===== src/rtl/qed_pkg.sv =====
// Shared definitions for the QED duplication buffer: RV32 opcodes, the NOP
// pattern, the instruction field layout and the duplicability test.
package qed_pkg;

   localparam int unsigned OPC_W = 7;
   localparam int unsigned REG_W = 5;
   localparam int unsigned RV_W  = 32;

   localparam logic [OPC_W-1:0] OP_R      = 7'b0110011;
   localparam logic [OPC_W-1:0] OP_I      = 7'b0010011;
   localparam logic [OPC_W-1:0] OP_LW     = 7'b0000011;
   localparam logic [OPC_W-1:0] OP_SW     = 7'b0100011;
   localparam logic [OPC_W-1:0] OP_B      = 7'b1100011;
   localparam logic [OPC_W-1:0] OP_J      = 7'b1101111;
   localparam logic [OPC_W-1:0] OP_JALR   = 7'b1100111;
   localparam logic [OPC_W-1:0] OP_SYSTEM = 7'b1110011;
   localparam logic [OPC_W-1:0] OP_LUI    = 7'b0110111;
   localparam logic [OPC_W-1:0] OP_AUIPC  = 7'b0010111;

   localparam logic [RV_W-1:0] QED_NOP = 32'h0000_0013;

   typedef enum logic [1:0] {
      IDLE   = 2'd0,
      RECORD = 2'd1,
      REPLAY = 2'd2,
      DRAIN  = 2'd3
   } qed_state_e;

   // R-type field layout; other formats reuse the same bit positions
   typedef struct packed {
      logic [6:0]       funct7;
      logic [REG_W-1:0] rs2;
      logic [REG_W-1:0] rs1;
      logic [2:0]       funct3;
      logic [REG_W-1:0] rd;
      logic [OPC_W-1:0] opcode;
   } rv_instr_t;

   // Control flow and system instructions are never duplicated
   function automatic logic is_duplicable(input logic [OPC_W-1:0] opcode);
      logic dup;
      case (opcode)
         OP_R, OP_I, OP_LW, OP_SW, OP_LUI, OP_AUIPC: dup = 1'b1;
         OP_B, OP_J, OP_JALR, OP_SYSTEM:             dup = 1'b0;
         default:                                    dup = 1'b0;
      endcase
      return dup;
   endfunction

endpackage


===== src/rtl/qed_reg_remap.sv =====
// Combinational register remapper for duplicated instructions: every register
// field the format actually uses is moved into the shadow register bank.
module qed_reg_remap #(
   parameter int unsigned INSTR_W    = 32,
   parameter int unsigned REG_OFFSET = 16
) (
   input  logic [INSTR_W-1:0] instr_i,
   output logic [INSTR_W-1:0] instr_o
);
   import qed_pkg::*;

   rv_instr_t in_f;
   rv_instr_t out_f;

   // x0 and registers already in the shadow bank stay put
   function automatic logic [REG_W-1:0] remap_reg(input logic [REG_W-1:0] r);
      logic [REG_W-1:0] res;
      res = r;
      if ((r != '0) && (32'(r) < REG_OFFSET)) begin
         res = REG_W'(32'(r) + REG_OFFSET);
      end
      return res;
   endfunction

   always_comb begin
      in_f  = rv_instr_t'(instr_i[RV_W-1:0]);
      out_f = in_f;
      case (in_f.opcode)
         OP_R: begin
            out_f.rd  = remap_reg(in_f.rd);
            out_f.rs1 = remap_reg(in_f.rs1);
            out_f.rs2 = remap_reg(in_f.rs2);
         end
         OP_I, OP_LW: begin
            out_f.rd  = remap_reg(in_f.rd);
            out_f.rs1 = remap_reg(in_f.rs1);
         end
         OP_SW: begin
            out_f.rs1 = remap_reg(in_f.rs1);
            out_f.rs2 = remap_reg(in_f.rs2);
         end
         OP_LUI, OP_AUIPC: begin
            out_f.rd = remap_reg(in_f.rd);
         end
         default: ;
      endcase
      instr_o             = instr_i;
      instr_o[RV_W-1:0]   = out_f;
   end

endmodule


===== src/rtl/qed_dup_buffer.sv =====
// QED duplication buffer between IFU and decode: records duplicable originals
// into a FIFO, then replays them as register-remapped duplicates.
module qed_dup_buffer #(
   parameter int unsigned INSTR_W    = 32,
   parameter int unsigned DEPTH      = 8,
   parameter int unsigned REG_OFFSET = 16
) (
   input  logic                       clk,
   input  logic                       rst,
   input  logic                       ena,
   input  logic                       exec_dup,
   input  logic                       stall_IF,
   input  logic                       ifu_vld,
   input  logic [INSTR_W-1:0]         ifu_qed_instruction,
   output logic [INSTR_W-1:0]         qed_ifu_instruction,
   output logic                       vld_out,
   output logic                       qed_full,
   output logic                       qed_empty,
   output logic [$clog2(DEPTH+1)-1:0] qed_count,
   output logic                       qed_ovf,
   output logic                       qed_stall_req
);
   import qed_pkg::*;

   localparam int unsigned PTR_W = $clog2(DEPTH);
   localparam int unsigned CNT_W = $clog2(DEPTH+1);

   qed_state_e         state_q, state_d;
   logic [INSTR_W-1:0] mem_q [DEPTH];
   logic [PTR_W-1:0]   wr_ptr_q, wr_ptr_d;
   logic [PTR_W-1:0]   rd_ptr_q, rd_ptr_d;
   logic [CNT_W-1:0]   count_q, count_d;
   logic               ovf_q, ovf_d;
   logic               full_q, empty_q, stall_req_q;
   logic [INSTR_W-1:0] out_q, out_d;
   logic               vld_q, vld_d;

   logic               fifo_full_c, fifo_empty_c, dup_c;
   logic               push_c, drop_c, pop_c, flush_c, replay_c;
   logic [INSTR_W-1:0] head_dup_c;

   assign fifo_full_c  = (count_q == CNT_W'(DEPTH));
   assign fifo_empty_c = (count_q == '0);
   assign dup_c        = is_duplicable(ifu_qed_instruction[OPC_W-1:0]);

   qed_reg_remap #(
      .INSTR_W    (INSTR_W),
      .REG_OFFSET (REG_OFFSET)
   ) u_remap (
      .instr_i (mem_q[rd_ptr_q]),
      .instr_o (head_dup_c)
   );

   // FSM state register
   always_ff @(posedge clk or negedge rst) begin
      if (!rst) state_q <= IDLE;
      else      state_q <= state_d;
   end

   // FSM next state; dropping ena during replay drains before going idle
   always_comb begin
      state_d = state_q;
      case (state_q)
         IDLE:   if (ena && !exec_dup) state_d = RECORD;
         RECORD: begin
            if (!ena)          state_d = IDLE;
            else if (exec_dup) state_d = REPLAY;
         end
         REPLAY: if (!ena || !exec_dup) state_d = DRAIN;
         DRAIN:  if (fifo_empty_c) state_d = ena ? RECORD : IDLE;
         default: state_d = IDLE;
      endcase
   end

   // FSM outputs
   always_comb begin
      push_c   = 1'b0;
      drop_c   = 1'b0;
      pop_c    = 1'b0;
      flush_c  = 1'b0;
      replay_c = 1'b0;
      case (state_q)
         RECORD: begin
            flush_c = !ena;
            push_c  = ena && ifu_vld && !stall_IF && dup_c && !fifo_full_c;
            drop_c  = ena && ifu_vld && !stall_IF && dup_c &&  fifo_full_c;
         end
         REPLAY, DRAIN: begin
            replay_c = 1'b1;
            pop_c    = !stall_IF && !fifo_empty_c;
         end
         default: ;
      endcase
   end

   // FIFO bookkeeping and output stage next values
   always_comb begin
      wr_ptr_d = wr_ptr_q;
      rd_ptr_d = rd_ptr_q;
      count_d  = count_q;
      ovf_d    = ovf_q | drop_c;
      out_d    = out_q;
      vld_d    = vld_q;
      if (flush_c) begin
         wr_ptr_d = '0;
         rd_ptr_d = '0;
         count_d  = '0;
      end else if (push_c) begin
         wr_ptr_d = wr_ptr_q + PTR_W'(1);
         count_d  = count_q + CNT_W'(1);
      end else if (pop_c) begin
         rd_ptr_d = rd_ptr_q + PTR_W'(1);
         count_d  = count_q - CNT_W'(1);
      end
      if (!stall_IF) begin
         if (replay_c) begin
            out_d = fifo_empty_c ? INSTR_W'(QED_NOP) : head_dup_c;
            vld_d = !fifo_empty_c;
         end else begin
            out_d = ifu_qed_instruction;
            vld_d = ifu_vld;
         end
      end
   end

   always_ff @(posedge clk or negedge rst) begin
      if (!rst) begin
         wr_ptr_q    <= '0;
         rd_ptr_q    <= '0;
         count_q     <= '0;
         ovf_q       <= 1'b0;
         full_q      <= 1'b0;
         empty_q     <= 1'b1;
         stall_req_q <= 1'b0;
         out_q       <= INSTR_W'(QED_NOP);
         vld_q       <= 1'b0;
      end else begin
         wr_ptr_q    <= wr_ptr_d;
         rd_ptr_q    <= rd_ptr_d;
         count_q     <= count_d;
         ovf_q       <= ovf_d;
         full_q      <= (count_d == CNT_W'(DEPTH));
         empty_q     <= (count_d == '0);
         stall_req_q <= (state_d == RECORD) && (count_d == CNT_W'(DEPTH));
         out_q       <= out_d;
         vld_q       <= vld_d;
      end
   end

   // Storage holds no control state, so it needs no reset
   always_ff @(posedge clk) begin
      if (push_c) mem_q[wr_ptr_q] <= ifu_qed_instruction;
   end

   assign qed_ifu_instruction = out_q;
   assign vld_out             = vld_q;
   assign qed_full            = full_q;
   assign qed_empty           = empty_q;
   assign qed_count           = count_q;
   assign qed_ovf             = ovf_q;
   assign qed_stall_req       = stall_req_q;

endmodule

===== config.mk =====
export PLATFORM = sky130hd
export DESIGN_NAME = qed_dup_buffer
export DESIGN_NICKNAME = d
export VERILOG_FILES = /design/src/rtl/qed_pkg.sv /design/src/rtl/qed_reg_remap.sv /design/src/rtl/qed_dup_buffer.sv
export SDC_FILE = /design/constraint.sdc
export NUM_CORES = 1
export LEC_CHECK = 0
export BUFFER_PORTS_ARGS = -buffer_cell sky130_fd_sc_hd__buf_4
export CAP_MARGIN = 20
export CORE_ASPECT_RATIO = 1.4
export CORE_MARGIN = 8
export CORE_UTILIZATION = 60
export DETAILED_ROUTE_END_ITERATION = 12
export GPL_ROUTABILITY_DRIVEN = 0
export HOLD_SLACK_MARGIN = 0.12
export PLACE_DENSITY = 0.78
export SLEW_MARGIN = 20
export SYNTH_ARGS = -nofsm -noshare
export SYNTH_HDL_FRONTEND = slang
export SYNTH_SLANG_ARGS = --single-unit

===== constraint.sdc =====
create_clock -name clk -period 11.45 [get_ports clk]
set_clock_uncertainty 0.1 [all_clocks]
set_input_delay 0.5725 -clock clk [delete_from_list [all_inputs] [get_ports clk]]
set_output_delay 0.5725 -clock clk [all_outputs]
set_load 0.005 [all_outputs]

==> metrics.txt <==
result of the run finished, final reports clean; CP cell instances clkinv_1 > nor3_1 > a31oi_1 > a21oi_1 > o22ai_1 > nor3_1; cell types with the highest counts after synthesis 256 x sky130_fd_sc_hd__edfxtp_1, 52 x sky130_fd_sc_hd__mux4_2, 45 x sky130_fd_sc_hd__dfrtp_1; Hold/Removal Path Class in -> reg; Slew Limit Fails 0; synthesized netlist net count 673; area share of and/or/nand/nor cells after synthesis 0.0389; VDD IR max 0.000211 V; flip-flop and latch count after synthesis 305; wire length of the first global-routing pass 39.4 mm; Max-cap violations 0; clk root buf sky130_fd_sc_hd__clkbuf_16; global-route total usage across every layer 0.207; adder and majority gate portion of the synthesized area 0.00414; parity-gate share of the synthesized area counting xor and xnor cells 0.00435; Core ar. 19800 sq um; slew at the pin closest to its max-slew limit 1.09 ns; total number of clock tree sinks 305; total length of routed met2 wires 13.8 mm; end-of-flow core utilization 0.701; length of the first detailed-routing pass in iterations 7; Yosys top cell by area sky130_fd_sc_hd__edfxtp_1; Arr. time, crit path 3.92 ns; top cell type's share of synthesized area 0.636; most numerous cell on the critical path sky130_fd_sc_hd__nor3_1; full die area 25000 sq um; IO Port Bufs 78; post-route antenna net violation count 0; DP Worst Slack 7.43 ns; area growth from synthesis to layout 15.1%; Final Hold Viols 0; sequential cell area fraction in the yosys report 0.738; standard cell with the maximum stage delay on the critical path sky130_fd_sc_hd__nor3_1; post-synthesis cell type count 47; number of instances in the synthesized netlist 631; Post-Route M1 WL 9.80 mm; final wirelength 25.7 mm; number of global-route vias before repair 6794; clock buffers created by TritonCTS 27; critical setup path kind reg -> reg; multiplexer share of the synthesized area 0.159; clock-pin slew of the registers on the worst-case setup and hold paths 0.07 ns; number of remaining DRC errors 0; Setup-failing EPs final 0; pwr dens 201 nW/um^2; num rows 61; Net count, final 765; Async S/R FF share, synth 0.161; via count 6285; initial DRC count 513; upper clock frequency limit 280 MHz; fin crit share 0.312; number of H-tree levels 1; I/O pin count 79; Clock Latency Late Sink 0.54 ns; maximum root-to-sink buffer count 3; relative slew slack 0.271; Worst Setup Start Kind flip-flop; clock tree from TritonCTS done; sum of negative setup slack 0 ns; Worst Setup End Kind flip-flop; netlist area before placement 12100 sq um; routed length per instance 25.8 um; global route overflow 0; main combinational cell family by area after synthesis multiplexers; Max FO, Critical Path 29; initial core utilization 0.609; most instantiated library cell after synthesis sky130_fd_sc_hd__edfxtp_1; vertical die dimension 184 um; most common flop cell mapped by yosys sky130_fd_sc_hd__edfxtp_1; leak pwr 4.70 nW; Die Width 136 um; number of antenna repair diodes 0; Highest Signal Layer met4; total of warnings raised by yosys 0; top cells by area, synth sky130_fd_sc_hd__edfxtp_1 64%, sky130_fd_sc_hd__mux4_2 9.7%, sky130_fd_sc_hd__dfrtp_1 9.3%; fraction of layout instances using a drive strength above 1 0.309; number of antenna violations at the first check in global routing 0; half-perimeter wire length of the detailed placement result 15.6 mm; met3 layer wire length in the routed design 1.50 mm; post-CTS setup-driven buffer insertion count 0; final worst-path setup slack 7.87 ns; Synth Area in Compound Gates 0.0409; number of synthesized flops with an enable pin 256; crit path time final 3.58 ns; via/cell ratio 6.31; delay of the slowest cell on the worst path 1.06 ns; setup repair after global routing missed its margin no; mean post-synth cell area 19.2 sq um; Req. time, crit path 11.79 ns; maximum number of pins on one net before global-route repair 61
==> where the power goes <==
group	internal [mW]	leakage, nW	total [mW]	switching [mW]
logic	0.308	1.38	0.621	0.312
clock network	0.475	0.410	0.859	0.384
registers	1.27	2.91	1.32	0.0560
total	2.05	4.70	2.80	0.753
==> metrics by stage <==
stage               cells  hold slack [ns]  instance area [sq um]  total power, mW
floorplan             631            0.177                  12100             1.75
finish                996            0.178                  13900             2.80
global placement      942            0.374                  13000             1.95
CTS                   993            0.160                  13800             2.82
global route          996            0.160                  13900             2.92
detailed placement    942            0.383                  13000             1.97
==> logic make-up (layout without fill, tap and decap cells) <==
kind of cell | after synthesis | in the layout
AO/OA/AOI/OAI | 77 | 77
adder cells (fa/ha/maj) | 4 | 4
buffers and inverters | 35 | 148
AND/OR/NAND/NOR | 99 | 99
flip-flops | 305 | 305
multiplexers | 105 | 105
XOR/XNOR | 6 | 6
==> what timing repair did <==
action / CTS / global route
gates resized for setup: 0 / 0
endpoints found under the hold margin: 45 / 0
hold buffers: 1 / 0
==> metal layers <==
| metal | track usage | vias to the layer above |
|---|---|---|
| met5 | 0 | - |
| met4 | 0.0665 | 0 |
| met3 | 0.0312 | 41 |
| met2 | 0.369 | 243 |
| met1 | 0.253 | 3262 |
| li1 | - | 2739 |
==> final cells by class <==
type                            count  area [sq um]
Sequential cell                   305          8920
Fill cell                        1246          5930
Multi-Input combinational cell    291          3040
Clock buffer                       38           777
Timing Repair Buffer               94           768
Tap cell                          252           315
Clock inverter                     12          75.1
Inverter                            4          15.0
==> worst max-delay path, delay by kind of cell (launching register included) <==
family                 cells  cell delay (ns)
AND/OR/NAND/NOR            2             1.28
buffers and inverters      1             0.96
flip-flops                 1             0.62
AO/OA/AOI/OAI              3             0.52
==> state kept, by name (all words and copies together), names as in the netlist <==
signal	flops
rd_ptr_q	3
qed_empty	1
wr_ptr_q	3
qed_stall_req	1
qed_full	1
mem_q	256
qed_ovf	1
qed_count	4
state_q	2
qed_ifu_instruction	32
vld_out	1
==> cell usage in the layout (no fill, tap or decap), types with 4 or more instances in the layout <==
| cell type | instances |
|---|---|
| sky130_fd_sc_hd__a21oi_1 | 12 |
| sky130_fd_sc_hd__a22oi_1 | 12 |
| sky130_fd_sc_hd__buf_4 | 90 |
| sky130_fd_sc_hd__clkbuf_1 | 5 |
| sky130_fd_sc_hd__clkbuf_16 | 27 |
| sky130_fd_sc_hd__clkbuf_8 | 6 |
| sky130_fd_sc_hd__clkinv_2 | 4 |
| sky130_fd_sc_hd__clkinvlp_4 | 4 |
| sky130_fd_sc_hd__dfrtp_1 | 42 |
| sky130_fd_sc_hd__dfstp_2 | 4 |
| sky130_fd_sc_hd__edfxtp_1 | 256 |
| sky130_fd_sc_hd__ha_1 | 4 |
| sky130_fd_sc_hd__mux2_2 | 21 |
| sky130_fd_sc_hd__mux2i_1 | 19 |
| sky130_fd_sc_hd__mux4_1 | 12 |
| sky130_fd_sc_hd__mux4_2 | 52 |
| sky130_fd_sc_hd__nand2_1 | 34 |
| sky130_fd_sc_hd__nand2b_1 | 4 |
| sky130_fd_sc_hd__nand3_1 | 8 |
| sky130_fd_sc_hd__nor2_1 | 22 |
| sky130_fd_sc_hd__nor2b_1 | 5 |
| sky130_fd_sc_hd__nor3_1 | 4 |
| sky130_fd_sc_hd__nor3_2 | 4 |
| sky130_fd_sc_hd__o21ai_0 | 25 |
| sky130_fd_sc_hd__o22ai_1 | 4 |
| sky130_fd_sc_hd__o2bb2ai_1 | 11 |
| sky130_fd_sc_hd__xor2_1 | 4 |
==> final timing paths <==
kind | from | to | slack (ns) | depth (start not counted)
max in group asynchronous | rst | rd_ptr_q[0] | 10.20 | 2
worst min register to register | qed_ifu_instruction[18] | qed_ifu_instruction[18] | 0.39 | 2
worst max register to register | state_q[1] | qed_stall_req | 7.87 | 6
worst max-delay path | state_q[1] | qed_stall_req | 7.87 | 6
min in group asynchronous | rst | qed_full | 0.55 | 2
worst min-delay path | ifu_qed_instruction[21] | mem_q[4][21] | 0.18 | 1
Power figures use the tool's default switching activity.
